<file path="config.mk">
export PLATFORM = sky130hd
export DESIGN_NAME = dac_seq_ctrl
export DESIGN_NICKNAME = d
export VERILOG_FILES = /design/src/rtl/dac_seq_ctrl.sv
export SDC_FILE = /design/constraint.sdc
export NUM_CORES = 1
export LEC_CHECK = 0
export BUFFER_PORTS_ARGS = -buffer_cell sky130_fd_sc_hd__buf_2
export CORE_MARGIN = 1
export CORE_UTILIZATION = 60
export DETAILED_ROUTE_END_ITERATION = 6
export PLACE_DENSITY_LB_ADDON = 0.15
export SLEW_MARGIN = 20
export SYNTH_ARGS = -nofsm -noshare
export SYNTH_HDL_FRONTEND = slang
export SYNTH_SLANG_ARGS = --single-unit
</file>
<file path="constraint.sdc">
create_clock -name clk -period 8.1 [get_ports clk]
set_clock_uncertainty 0.1 [all_clocks]
set_input_delay 1.62 -clock clk [delete_from_list [all_inputs] [get_ports clk]]
set_output_delay 1.62 -clock clk [all_outputs]
set_load 0.05 [all_outputs]
</file>
<file path="src/rtl/dac_seq_ctrl.sv">
// dac_seq_ctrl: SPI sequencer for AD5628/AD5668-class octal DACs.
// Sends two init frames, then streams coalesced channel writes round-robin.
module dac_seq_ctrl #(
  parameter int NUM_CH   = 8,
  parameter int DAC_BITS = 12,
  parameter int CLK_DIV  = 5,
  parameter int CS_GAP   = 4
) (
  input  logic                clk,
  input  logic                rst,
  input  logic                en,
  input  logic                sync_mode,
  input  logic                wr_valid,
  output logic                wr_ready,
  input  logic [3:0]          wr_ch,
  input  logic [DAC_BITS-1:0] wr_code,
  output logic                sclk,
  output logic                mosi,
  output logic                cs,
  output logic                init_done,
  output logic                busy
);

  localparam int CW = (NUM_CH > 1) ? $clog2(NUM_CH) : 1;
  localparam int DW = $clog2(CLK_DIV);
  localparam int GW = $clog2(CS_GAP);

  localparam logic [4:0]    NCH      = 5'(NUM_CH);
  localparam logic [DW-1:0] DIV_LAST = DW'(CLK_DIV - 1);
  localparam logic [GW-1:0] GAP_LAST = GW'(CS_GAP - 1);
  localparam logic [31:0]   INIT0    = 32'hF800_0001;
  localparam logic [31:0]   INIT1    = 32'hF400_00FF;

  typedef enum logic [1:0] {
    IDLE,
    LOAD,
    SHIFT,
    GAP
  } state_t;

  state_t state;
  state_t state_nxt;

  logic [DW-1:0] div_cnt;
  logic [5:0]    half_cnt;
  logic [GW-1:0] gap_cnt;
  logic [31:0]   shreg;
  logic [1:0]    init_idx;
  logic          cur_init;

  logic [NUM_CH-1:0]   pending;
  logic [DAC_BITS-1:0] shadow [NUM_CH];
  logic [CW-1:0]       ptr;

  logic          div_last;
  logic          shift_last;
  logic          gap_last;
  logic          wr_fire;
  logic          ch_ok;
  logic [CW-1:0] wr_idx;

  logic          sel_found;
  logic [CW-1:0] sel_ch;
  logic [CW-1:0] ptr_nxt;
  logic          batch_last;
  logic [3:0]    cmd;
  logic [19:0]   code_field;
  logic [31:0]   frame;

  assign div_last   = (div_cnt == DIV_LAST);
  assign shift_last = div_last && (half_cnt == 6'd63);
  assign gap_last   = (gap_cnt == GAP_LAST);
  assign wr_fire    = wr_valid && wr_ready;
  assign ch_ok      = ({1'b0, wr_ch} < NCH);
  assign wr_idx     = wr_ch[CW-1:0];

  // State register
  always_ff @(posedge clk) begin
    if (rst) begin
      state <= IDLE;
    end else begin
      state <= state_nxt;
    end
  end

  // Next-state decode
  always_comb begin
    state_nxt = state;
    unique case (state)
      IDLE: begin
        if (en && (!init_done || (|pending))) begin
          state_nxt = LOAD;
        end
      end
      LOAD: state_nxt = SHIFT;
      SHIFT: begin
        if (shift_last) begin
          state_nxt = GAP;
        end
      end
      GAP: begin
        if (gap_last) begin
          state_nxt = IDLE;
        end
      end
    endcase
  end

  // Round-robin pick of the first pending channel at or after ptr
  always_comb begin
    logic [4:0]        idx;
    logic [4:0]        nxt5;
    logic [NUM_CH-1:0] rest;
    idx       = '0;
    nxt5      = '0;
    rest      = '0;
    sel_found = 1'b0;
    sel_ch    = '0;
    for (int i = 0; i < NUM_CH; i++) begin
      idx = 5'(ptr) + 5'(i);
      if (idx >= NCH) begin
        idx = idx - NCH;
      end
      if (!sel_found && pending[idx[CW-1:0]]) begin
        sel_found = 1'b1;
        sel_ch    = idx[CW-1:0];
      end
    end
    nxt5    = 5'(sel_ch) + 5'd1;
    ptr_nxt = (nxt5 >= NCH) ? '0 : nxt5[CW-1:0];
    rest    = pending;
    rest[sel_ch] = 1'b0;
    batch_last = !(|rest) && !wr_fire;
  end

  // Frame assembly: init table until done, then channel update frames
  always_comb begin
    if (!sync_mode) begin
      cmd = 4'b0011;
    end else if (batch_last) begin
      cmd = 4'b0010;
    end else begin
      cmd = 4'b0000;
    end
    code_field = 20'(shadow[sel_ch]) << (20 - DAC_BITS);
    if (!init_done) begin
      frame = (init_idx == 2'd0) ? INIT0 : INIT1;
    end else begin
      frame = {4'hF, cmd, 4'(sel_ch), code_field};
    end
  end

  // Frame datapath: SCLK divider, shift register and init progress
  always_ff @(posedge clk) begin
    if (rst) begin
      div_cnt  <= '0;
      half_cnt <= '0;
      gap_cnt  <= '0;
      shreg    <= '0;
      init_idx <= '0;
      cur_init <= 1'b0;
    end else begin
      unique case (state)
        IDLE: ;
        LOAD: begin
          shreg    <= frame;
          div_cnt  <= '0;
          half_cnt <= '0;
          gap_cnt  <= '0;
          cur_init <= !init_done;
        end
        SHIFT: begin
          if (div_last) begin
            div_cnt  <= '0;
            half_cnt <= half_cnt + 6'd1;
            if (half_cnt[0] && (half_cnt != 6'd63)) begin
              shreg <= {shreg[30:0], 1'b0};
            end
          end else begin
            div_cnt <= div_cnt + DW'(1);
          end
        end
        GAP: begin
          gap_cnt <= gap_cnt + GW'(1);
          if (gap_last && cur_init) begin
            init_idx <= init_idx + 2'd1;
          end
        end
      endcase
    end
  end

  // Shadow codes, pending bits and pointer; a same-cycle write wins
  always_ff @(posedge clk) begin
    if (rst) begin
      pending <= '0;
      ptr     <= '0;
      for (int i = 0; i < NUM_CH; i++) begin
        shadow[i] <= '0;
      end
    end else begin
      if ((state == LOAD) && init_done && sel_found) begin
        pending[sel_ch] <= 1'b0;
        ptr             <= ptr_nxt;
      end
      if (wr_fire && ch_ok) begin
        shadow[wr_idx]  <= wr_code;
        pending[wr_idx] <= 1'b1;
      end
    end
  end

  // Pin and status outputs decoded from state
  always_comb begin
    init_done = (init_idx == 2'd2);
    wr_ready  = init_done;
    busy      = (state != IDLE);
    cs        = !((state == LOAD) || (state == SHIFT));
    sclk      = !((state == SHIFT) && half_cnt[0]);
    if (state == LOAD) begin
      mosi = frame[31];
    end else if (state == SHIFT) begin
      mosi = shreg[31];
    end else begin
      mosi = 1'b0;
    end
  end

endmodule
</file>
==> run summary, run 1 <==
Initial antenna violation count: 0
Worst Max-Slew Pin Slew: 1.060 ns
Syn_nets: 809
Switching share of power: 0.3069
WP data required: 8.32 ns
CP Capture Type: flop
DR WL/cell: 20.72 um
Crit Path Max Fanout: 24
First-pass GRT wire length: 31.45 mm
Ys Warns: 0
Setup crit start: ptr[0]
Final period util: 0.6976
Worst r2r src: ptr[0]
H-tree depth: 4
Status: complete, no violations
Ports: 27
Crit path launch type: flop
N_diodes: 0
Routed wire length: 19.79 mm
Gpl congestion: 0.8965
Core area: 13350 um2
Crit path kind: reg -> reg
Logic pwr share: 0.188
Post-CTS Hold Buffers: 0
Clock transition at path regs: 0.06 ns
Nets@finish: 803
Clock network fraction of design power: 0.371
Slew Viols, Final: 0
Area Growth Syn to Fin: 9.278%
Async SR Flop Fraction: 0
Starting Density: 0.6183
Final setup fails: 0
Setup TNS: 0 ns
RR Endpoint: shreg[15]
Worst-case clock buffer depth: 2
Post-synthesis sequential area ratio: 0.4924
Yosys top cell by area: edfxtp_1
VDD IR max: 0.0001842 V
Number of global-route vias before repair: 5996
Utilization after layout: 0.6757
Switching power: 662.1 uW
Clk_lat worst skew: 0.42 ns
Hold_ws: 0.3803 ns
Unrepaired setup endpoints after global routing: no
Area contributors post-synth: edfxtp_1 35%, dfxtp_1 14%, and2_1 7.4%
CTS resizes: 0
Drc violations: 0
Clock Tree Root: clkbuf_16
Max Freq: 177.0 MHz
Post-synth top area share: 0.3493
Synth Register Bits: 155
Die H: 119.3 um
Post-synth cell types: 78
Worst r2r path cells: 13
Largest net degree at the start of global routing: 42
TritonCTS Buffers: 17
CTS tree: done
DR pass1 iterations: 6
Primary FF master, synth: edfxtp_1
Via count: 6106
ANT nets after route: 0
Crit path DAT: 5.87 ns
Layout cell share with drive strength beyond 1: 0.1476
Die area: 14230 um2
P per Cell Area: 239.2 nW/um2
Minimum clock period: 5.651 ns
Num Clock Sinks: 155
Max-Cap Viols: 0
Worst Hold Class: reg -> reg
Count of final hold-check violations: 0
Initial DRC count: 466
Post-Syn Area: 8253 um2
# rows: 42
Number of vias per cell: 6.394
Worst setup path endpoint: shreg[15]
Lkg Pwr: 0.003455 uW
Global route total overflow: 0
Reg power frac: 0.441
Port Buffers: 26
GRT Total Usage: 0.2934
Cell internal pwr: 1496 uW
Relative slew slack: 0.2885
Post-CTS setup buffer count: 0
Die width: 119.3 um
Avg Inst Size Synth: 10.68 um2
FF-to-FF setup slack: 2.45 ns
EDFF count, synth: 96
Post-Syn Instances: 773
HPWL after DPL: 13.36 mm
==> worst max-delay path, stage by stage, from the launching register on <==
cell and delay (ns):
dfxtp_1 0.83, inv_1 0.31, ha_1 0.72, mux4_2 0.65, mux2i_1 0.29, o2111a_1 0.30, a211oi_1 0.07, o32a_1 0.41
o22ai_4 0.67, buf_4 0.37, mux2_1 0.36, o22ai_1 0.15, nand2_1 0.08, a41o_1 0.24
==> how the worst min path moves through the flow <==
stage | cells past startpoint | to | slack, ns | startpoint
detailed placement | 2 | div_cnt[1] | 0.37 | div_cnt[1]
global placement | 2 | div_cnt[1] | 0.36 | div_cnt[1]
finish | 2 | div_cnt[1] | 0.38 | div_cnt[1]
global route | 2 | half_cnt[5] | 0.41 | half_cnt[5]
CTS | 2 | div_cnt[1] | 0.38 | div_cnt[1]
floorplan | 2 | div_cnt[1] | 0.35 | div_cnt[1]
==> cells by family after synthesis <==
logic type,count (synthesis),share of synthesized area
muxes,64,0.1055
buffers and inverters,80,0.04260
and+or+nand+nor,279,0.1804
xor gates and xnor gates,8,0.008490
adders and majority gates,15,0.02274
DFF,155,0.4924
AOI/OAI and AO/OA,172,0.1478
==> cells in the final DEF (no fill, tap or decap), types with 3 or more instances in the layout <==
cell type	synthesis	layout
and2_1	98	98
edfxtp_1	96	96
dfxtp_1	59	59
nor2_1	52	52
nand2_1	46	46
a21oi_1	39	39
mux2i_1	33	33
buf_2	11	26
o21ai_0	28	22
nand3_1	21	21
inv_1	18	18
mux4_2	17	17
clkbuf_16	0	17
ha_1	15	15
nor3_1	15	14
mux2_2	12	12
o22ai_1	11	11
o221ai_1	10	10
o21ai_1	4	9
a211oi_1	9	9
buf_4	4	9
nand2b_1	8	8
and3_1	8	8
o211ai_1	7	7
nand4_1	6	6
a31o_1	6	6
a2bb2oi_1	6	6
xor2_1	5	5
or3_1	5	5
a22oi_1	5	5
o2bb2ai_1	5	5
or2_1	4	4
a31oi_1	4	4
o221a_2	4	4
clkinvlp_4	0	4
xnor2_1	3	3
o31ai_1	3	3
a21o_1	3	3
o32ai_1	3	3
inv_6	0	3
==> per-stage QoR <==
step	area, um2	setup WS [ns]	total power, uW	std cells
after global placement	8422	2.618	1355	924
after detailed placement	8422	2.495	1370	924
after floorplan	8253	3.977	1272	773
after CTS	9015	2.497	2164	955
final	9019	2.449	2158	955
after global routing	9019	1.987	2254	955
==> flip-flops by register name (all words and copies together) (netlist names) <==
signal,flops
div_cnt,3
pending,8
gap_cnt,2
shreg,32
half_cnt,6
ptr,3
state,2
cur_init,1
shadow,96
init_idx,2
==> layout make-up <==
cell class                 count  area, um2
inverter                      20      75.07
multi-input combinational    538       3869
tap                          176      220.2
clock inverter                13      163.9
timing repair buffer          35      197.7
clock buffer                  18      429.2
sequential                   155       4064
fill                         993       4329
==> cells in the mapped netlist (5+ instances only) <==
library cell and instances:
a21oi_1 39, a22oi_1 5, nand4_1 6, mux2i_1 33, clkbuf_1 40, edfxtp_1 96
nand2b_1 8, and3_1 8, and2_1 98, o221ai_1 10, inv_1 18, o22ai_1 11
buf_2 11, xor2_1 5, o21ai_0 28, o211ai_1 7, mux2_2 12, a31o_1 6
a211oi_1 9, nor3_1 15, nand2_1 46, nor2_1 52, nand3_1 21, mux4_2 17
dfxtp_1 59, o2bb2ai_1 5, or3_1 5, a2bb2oi_1 6, ha_1 15
==> power groups by stage <==
stage          Combinational, uW  Sequential [uW]  Clock [uW]
2_1_floorplan                316              956           0
3_3_place_gp                 391              964           0
3_5_place_dp                 402              967           0
4_1_cts                      404              952         808
5_1_grt                      451              960         843
6_report                     405              951         801
==> routing by layer <==
layer / track usage / share of wire / vias to the layer above
li1: - / - / 2834
met1: 0.3564 / 0.41 / 2977
met2: 0.4909 / 0.50 / 227
met3: 0.05460 / 0.046 / 68
met4: 0.1646 / 0.048 / 0
met5: 0 / 0 / -
(Power assumes the default switching activity.)
==> inputs of run 2 (changes only) <==
Settings changed: CORE_UTILIZATION 60 to 56.
Clock period 8.1 ns to 4.7 ns, I/O delays scaled along.
==> run summary, run 2 (synthesis gave the netlist of run 1 again) <==
Status: complete, no violations
Crit path kind: reg -> reg
Largest register FFs: 96 (unchanged)
Relative slew slack: 0.2395 (-0.04902)
Worst Max-Slew Pin Slew: 1.135 ns (+0.07446 ns)
Gpl congestion: 0.8981 (+0.18%)
Biggest register: shadow
Final period util: 0.9138 (+0.2162)
Clk_lat worst skew: 0.42 ns (about the same)
Worst-case clock buffer depth: 2 (unchanged)
DP Worst Slack: 0.4665 ns (-2.029 ns)
Final instance area: 9120 um2 (+1.1%)
Crit path DAT: 4.52 ns (-1.35 ns)
FILL cells: 1100 (+11%)
P per Cell Area: 406.1 nW/um2 (+70%)
Post-CTS setup buffer count: 0 (unchanged)
WP data required: 4.93 ns (-3.39 ns)
Crit path launch type: flop
Crit Path Max Fanout: 27 (+13%)
Count of final hold-check violations: 0 (unchanged)
DR pass1 iterations: 5 (-1)
Max Freq: 232.8 MHz (+32%)
HPWL after DPL: 14.16 mm (+6.0%)
Largest net degree at the start of global routing: 42 (unchanged)
GRT Total Usage: 0.2978 (+0.004420)
Num Clock Sinks: 155 (unchanged)
Post-CTS Hold Buffers: 0 (unchanged)
Worst r2r src: ptr[1]
Die width: 123.4 um (+3.4%)
Drc violations: 0 (unchanged)
DP Area: 8546 um2 (+1.5%)
Final setup fails: 0 (unchanged)
Initial antenna violation count: 0 (unchanged)
Clock transition at path regs: 0.06 ns (about the same)
N_diodes: 0 (unchanged)
Commonest non-fill, non-tap cell in the layout: and2_1
Port Buffers: 26 (unchanged)
Routed wire length: 21.06 mm (+6.4%)
Initial DRC count: 612 (+31%)
Lkg Pwr: 0.003521 uW (+1.9%)
Final WS setup: 0.4050 ns (-2.044 ns)
Max-Cap Viols: 0 (unchanged)
CTS tree: done
Number of global-route vias before repair: 6139 (+2.4%)
RR Endpoint: shreg[13]
FF-to-FF setup slack: 0.40 ns (-2.04 ns)
HP Start: div_cnt[1]
H-tree depth: 4 (unchanged)
CTS resizes: 0 (unchanged)
Nets@finish: 816 (+1.6%)
Worst r2r path cells: 13 (unchanged)
Die H: 123.4 um (+3.4%)
Worst Hold Class: reg -> reg
TritonCTS Buffers: 17 (unchanged)
Worst path max stage delay: 0.50 ns (-0.33 ns)
Area Growth Syn to Fin: 10.51%
VDD IR max: 0.0003387 V (+84%)
First-pass GRT wire length: 33.33 mm (+6.0%)
Ports: 27 (unchanged)
Cell depth of the worst setup path: 13 (unchanged)
Setup TNS: 0 ns (unchanged)
Hold Path End: div_cnt[1]
CP Capture Type: flop
Global route total overflow: 0 (unchanged)
Largest regs: shadow x96, shreg x32, pending x8
Clock Tree Root: clkbuf_16
Via count: 6239 (+2.2%)
Critical Path Slowest Stage Cell: mux4_2
Critical path, cell by cell: inv_1, ha_1, buf_4, mux2i_1, mux4_2, a32o_2, nand4_1, o21ba_1, o2bb2ai_2, inv_2, nand3_1, o22ai_1, a211oi_1
Layout cell share with drive strength beyond 1: 0.1643 (+0.01672)
Family with the most delay on the worst path: compound AO/OA/AOI/OAI gates
Slew Viols, Final: 0 (unchanged)
Die area: 15230 um2 (+7.0%)
DR WL/cell: 21.69 um (+4.7%)
Minimum clock period: 4.295 ns (-1.356 ns)
# rows: 43 (+2.4%)
ANT nets after route: 0 (unchanged)
Hold Path Stages: 2 (unchanged)
Core area: 14150 um2 (+6.0%)
Commonest non-fill, non-tap cells in the layout: 98 x and2_1, 96 x edfxtp_1, 59 x dfxtp_1, 50 x nor2_1, 46 x nand2_1
Starting Density: 0.5833 (-0.03505)
Unrepaired setup endpoints after global routing: no
Critical path buffers and inverters: 3 (+1)
Number of vias per cell: 6.425 (+0.49%)
[run 2: through the flow]
step,utilization,power (uW),instances,hold WS (ns)
3_5_place_dp,0.6039,2390,941,0.3653
6_report,0.6445,3703,971,0.3750
4_1_cts,0.6442,3711,971,0.3744
5_1_grt,0.6445,3865,971,0.3992
3_3_place_gp,0.6039,2359,941,0.3555
2_1_floorplan,-,2192,773,0.3486
[run 2: worst reg2reg max path, stage by stage (launching register included)]
cell and delay [ns]:
dfxtp_1 0.33, inv_1 0.10, ha_1 0.45, buf_4 0.23, mux2i_1 0.10, mux4_2 0.50, a32o_2 0.36, nand4_1 0.21
o21ba_1 0.19, o2bb2ai_2 0.48, inv_2 0.39, nand3_1 0.34, o22ai_1 0.15, a211oi_1 0.26
[run 2: report_power, final]
| part | internal (uW) | switching, uW |
|---|---|---|
| sequential | 1570 | 66.4 |
| combinational | 219 | 512 |
| clock | 780 | 552 |
[run 2: worst max-delay path by stage]
| stage | from | to | slack (ns) |
|---|---|---|---|
| after global placement | ptr[1] | pending[0] | 0.51 |
| after global routing | ptr[1] | shreg[13] | 0.16 |
| final | ptr[1] | shreg[13] | 0.40 |
| after detailed placement | ptr[1] | shreg[13] | 0.47 |
| after floorplan | ptr[1] | shreg[25] | 0.58 |
| after CTS | ptr[1] | shreg[13] | 0.44 |
[run 2: final cells by class]
type	count	area [um2]	share of cell area
sequential	155	4064	0.4456
clock inverter	13	143.9	0.01578
clock buffer	17	425.4	0.04665
timing repair buffer	48	307.8	0.03375
tap	180	225.2	0.02469
inverter	20	75.07	0.008232
multi-input combinational	538	3879	0.4253
[run 2: metal layers]
layer | part of all wire | track usage
met5 | 0 | 0
met2 | 0.51 | 0.5168
met3 | 0.047 | 0.04982
met4 | 0.036 | 0.1386
met1 | 0.41 | 0.3608
==> inputs of run 3 (changes only) <==
Settings changed: ABC_AREA set to 1.
==> run summary, run 3 <==
Worst-case clock buffer depth: 2 (unchanged)
Max-Cap Viols: 0 (unchanged)
Synth Register Bits: 155 (unchanged)
Worst r2r path cells: 17 (+4)
Switching share of power: 0.2974 (-0.007732)
Routed wire length: 19.20 mm (-8.8%)
# rows: 43 (unchanged)
Number of global-route vias before repair: 6127 (-0.20%)
Largest net degree at the start of global routing: 53 (+26%)
Relative slew slack: 0.3219 (+0.08248)
Utilization after layout: 0.6339 (-0.01068)
Clock transition at path regs: 0.06 ns (about the same)
Global route total overflow: 0 (unchanged)
Unrepaired setup endpoints after global routing: no
Family with the most delay on the worst path: simple AND/OR/NAND/NOR gates
H-tree depth: 4 (unchanged)
Setup TNS: 0 ns (unchanged)
CTS tree: done
Die width: 123.2 um (-0.15%)
Number of vias per cell: 5.463 (-15%)
ANT nets after route: 0 (unchanged)
Gpl congestion: 0.9640 (+7.3%)
Crit path DAT: 4.04 ns (-0.48 ns)
Crit path launch type: flop
Ports: 27 (unchanged)
Initial antenna violation count: 0 (unchanged)
FILL cells: 1255 (+14%)
CP Capture Type: flop
Nets@finish: 1055 (+29%)
Switching power: 1067 uW (-5.6%)
Drc violations: 0 (unchanged)
Post-CTS setup buffer count: 0 (unchanged)
Post-Syn Instances: 1017 (+32%)
Slew Viols, Final: 0 (unchanged)
Commonest non-fill, non-tap cells in the layout: 197 x nand2_1, 161 x nor2_1, 138 x inv_1, 96 x edfxtp_1, 93 x nand3_1
Die H: 123.2 um (-0.15%)
Post-synthesis sequential area ratio: 0.4940 (+0.001573)
Lkg Pwr: 0.003951 uW (+12%)
Status: complete, no violations
Clock Tree Root: clkbuf_16
Core area: 14100 um2 (-0.38%)
Final WS setup: 0.9032 ns (+0.4982 ns)
Avg Inst Size Synth: 8.089 um2 (-24%)
P per Cell Area: 401.5 nW/um2 (-1.1%)
Largest regs: shadow x96, shreg x32, pending x8
Logic pwr share: 0.168 (-0.029)
CTS resizes: 0 (unchanged)
WP data required: 4.95 ns (+0.02 ns)
Reg power frac: 0.451 (+0.008)
First-pass GRT wire length: 30.97 mm (-7.1%)
Critical Path Slowest Stage Cell: dfxtp_1
Syn_nets: 1053 (+30%)
Most common cell on crit path: nand3_1
Critical path buffers and inverters: 3 (unchanged)
Worst path max stage delay: 0.63 ns (+0.13 ns)
Cell internal pwr: 2520 uW (-2.1%)
Worst Hold Class: reg -> reg
Biggest register: shadow
Final setup fails: 0 (unchanged)
Async SR Flop Fraction: 0 (unchanged)
Critical path, cell by cell: inv_4, ha_1, inv_2, nand3_1, nand3_2, nand2_4, nor2_8, nand4_4, nor2_8, nand3_1, nand3_1, nand2_2, inv_2, ha_1, xor2_1, a21oi_1, a211oi_1
VDD IR max: 0.0004097 V (+21%)
Die area: 15180 um2 (-0.31%)
TritonCTS Buffers: 17 (unchanged)
Minimum clock period: 3.797 ns (-0.4982 ns)
Count leader, synth: nand2_1
HPWL after DPL: 12.99 mm (-8.3%)
N_diodes: 0 (unchanged)
Post-synth top cells: 197 x nand2_1, 162 x nor2_1, 138 x inv_1
Area contributors post-synth: edfxtp_1 35%, dfxtp_1 14%, nand2_1 9.0%
Ys Warns: 0 (unchanged)
Commonest non-fill, non-tap cell in the layout: nand2_1
Post-CTS Hold Buffers: 0 (unchanged)
Post-synth cell types: 40 (-49%)
Layout cell share with drive strength beyond 1: 0.1037 (-0.06067)
Post-Syn Area: 8227 um2 (-0.32%)
HP Start: shreg[28]
Worst Max-Slew Pin Slew: 1.016 ns (-0.1187 ns)
DP Worst Slack: 0.9311 ns (+0.4645 ns)
Num Clock Sinks: 155 (unchanged)
Hold Path Stages: 2 (unchanged)
Crit path kind: reg -> reg
Yosys top cell by area: edfxtp_1
Crit Path Max Fanout: 43 (+59%)
RR Endpoint: ptr[2]
GRT Total Usage: 0.2768 (-0.02096)
Worst r2r src: ptr[1]
Clock network fraction of design power: 0.381 (+0.021)
Via count: 6621 (+6.1%)
Area Growth Syn to Fin: 8.608%
EDFF count, synth: 96 (unchanged)
Final period util: 0.8078 (-0.1060)
Hold Path End: shreg[28]
Largest register FFs: 96 (unchanged)
Port Buffers: 26 (unchanged)
DR WL/cell: 15.84 um (-27%)
Primary FF master, synth: edfxtp_1
Initial DRC count: 608 (-0.65%)
Clk_lat worst skew: 0.43 ns (about the same)
Post-synth top area share: 0.3504 (+0.001116)
FF-to-FF setup slack: 0.90 ns (+0.50 ns)
Starting Density: 0.5836 (about the same)
DR pass1 iterations: 5 (unchanged)
Max Freq: 263.4 MHz (+13%)
Count of final hold-check violations: 0 (unchanged)
==> run 3: changes by cell type after synthesis, moves of 17 or more <==
| cell | previous run | this run |
|---|---|---|
| and2_1 | 98 | 0 |
| inv_1 | 18 | 138 |
| mux2i_1 | 33 | 0 |
| mux4_2 | 17 | 0 |
| nand2_1 | 46 | 197 |
| nand3_1 | 21 | 93 |
| nor2_1 | 52 | 162 |
| o21ai_0 | 28 | 47 |
==> run 3: cell type report <==
class                           count  area [um2]  share of cell area
Sequential cell                   155        4064              0.4548
Multi-Input combinational cell    664        3324              0.3721
Inverter                          150       565.5             0.06330
Clock buffer                       17       425.4             0.04761
Tap cell                          180       225.2             0.02521
Timing Repair Buffer               31       167.7             0.01876
Clock inverter                     15       162.7             0.01820
==> run 3: cell families (layout without fill, tap and decap cells) <==
| group | Yosys count | count (layout) | share of synthesized area |
|---|---|---|---|
| AOI/OAI and AO/OA | 122 | 122 | 0.08000 |
| xor gates and xnor gates | 6 | 6 | 0.008215 |
| adders and majority gates | 15 | 15 | 0.02281 |
| buffers and inverters | 198 | 213 | 0.1022 |
| DFF | 155 | 155 | 0.4940 |
| and+or+nand+nor | 521 | 521 | 0.2928 |
==> run 3: stage by stage <==
| stage | cells | hold slack [ns] | cell area (um2) | power [uW] |
|---|---|---|---|---|
| global placement | 1180 | 0.3535 | 8344 | 2237 |
| global route | 1212 | 0.3852 | 8935 | 3744 |
| detailed placement | 1180 | 0.3607 | 8347 | 2241 |
| floorplan | 1017 | 0.3332 | 8227 | 2101 |
| finish | 1212 | 0.3662 | 8935 | 3587 |
| CTS | 1212 | 0.3724 | 8935 | 3602 |
==> run 3: worst max path at each step <==
stage | to | start | slack, ns | cells after the start
after CTS | ptr[2] | ptr[1] | 0.93 | 17
after global routing | shreg[25] | ptr[0] | 0.55 | 19
after global placement | ptr[2] | ptr[1] | 1.03 | 17
final | ptr[2] | ptr[1] | 0.90 | 17
after detailed placement | ptr[2] | ptr[1] | 0.93 | 17
after floorplan | ptr[2] | ptr[1] | 1.77 | 19
==> run 3: metal layers <==
metal	vias to the layer above	GRT usage	wire (um)
li1	3315	-	-
met1	3047	0.3528	8292
met2	216	0.4480	9093
met3	43	0.05766	1062
met4	0	0.1355	749
met5	-	0	0
==> run 3: power by group through the flow <==
| stage | combinational, uW | sequential [uW] | clock, uW |
|---|---|---|---|
| after floorplan | 471 | 1630 | 0 |
| final | 604 | 1620 | 1370 |
| after detailed placement | 597 | 1640 | 0 |
| after CTS | 603 | 1620 | 1380 |
| after global placement | 597 | 1640 | 0 |
| after global routing | 680 | 1630 | 1430 |
==> run 3: tightest hold or removal path: stages (launching register included) <==
cell,delay (ns)
dfxtp_1,0.30
inv_1,0.06
a211oi_1,0.06
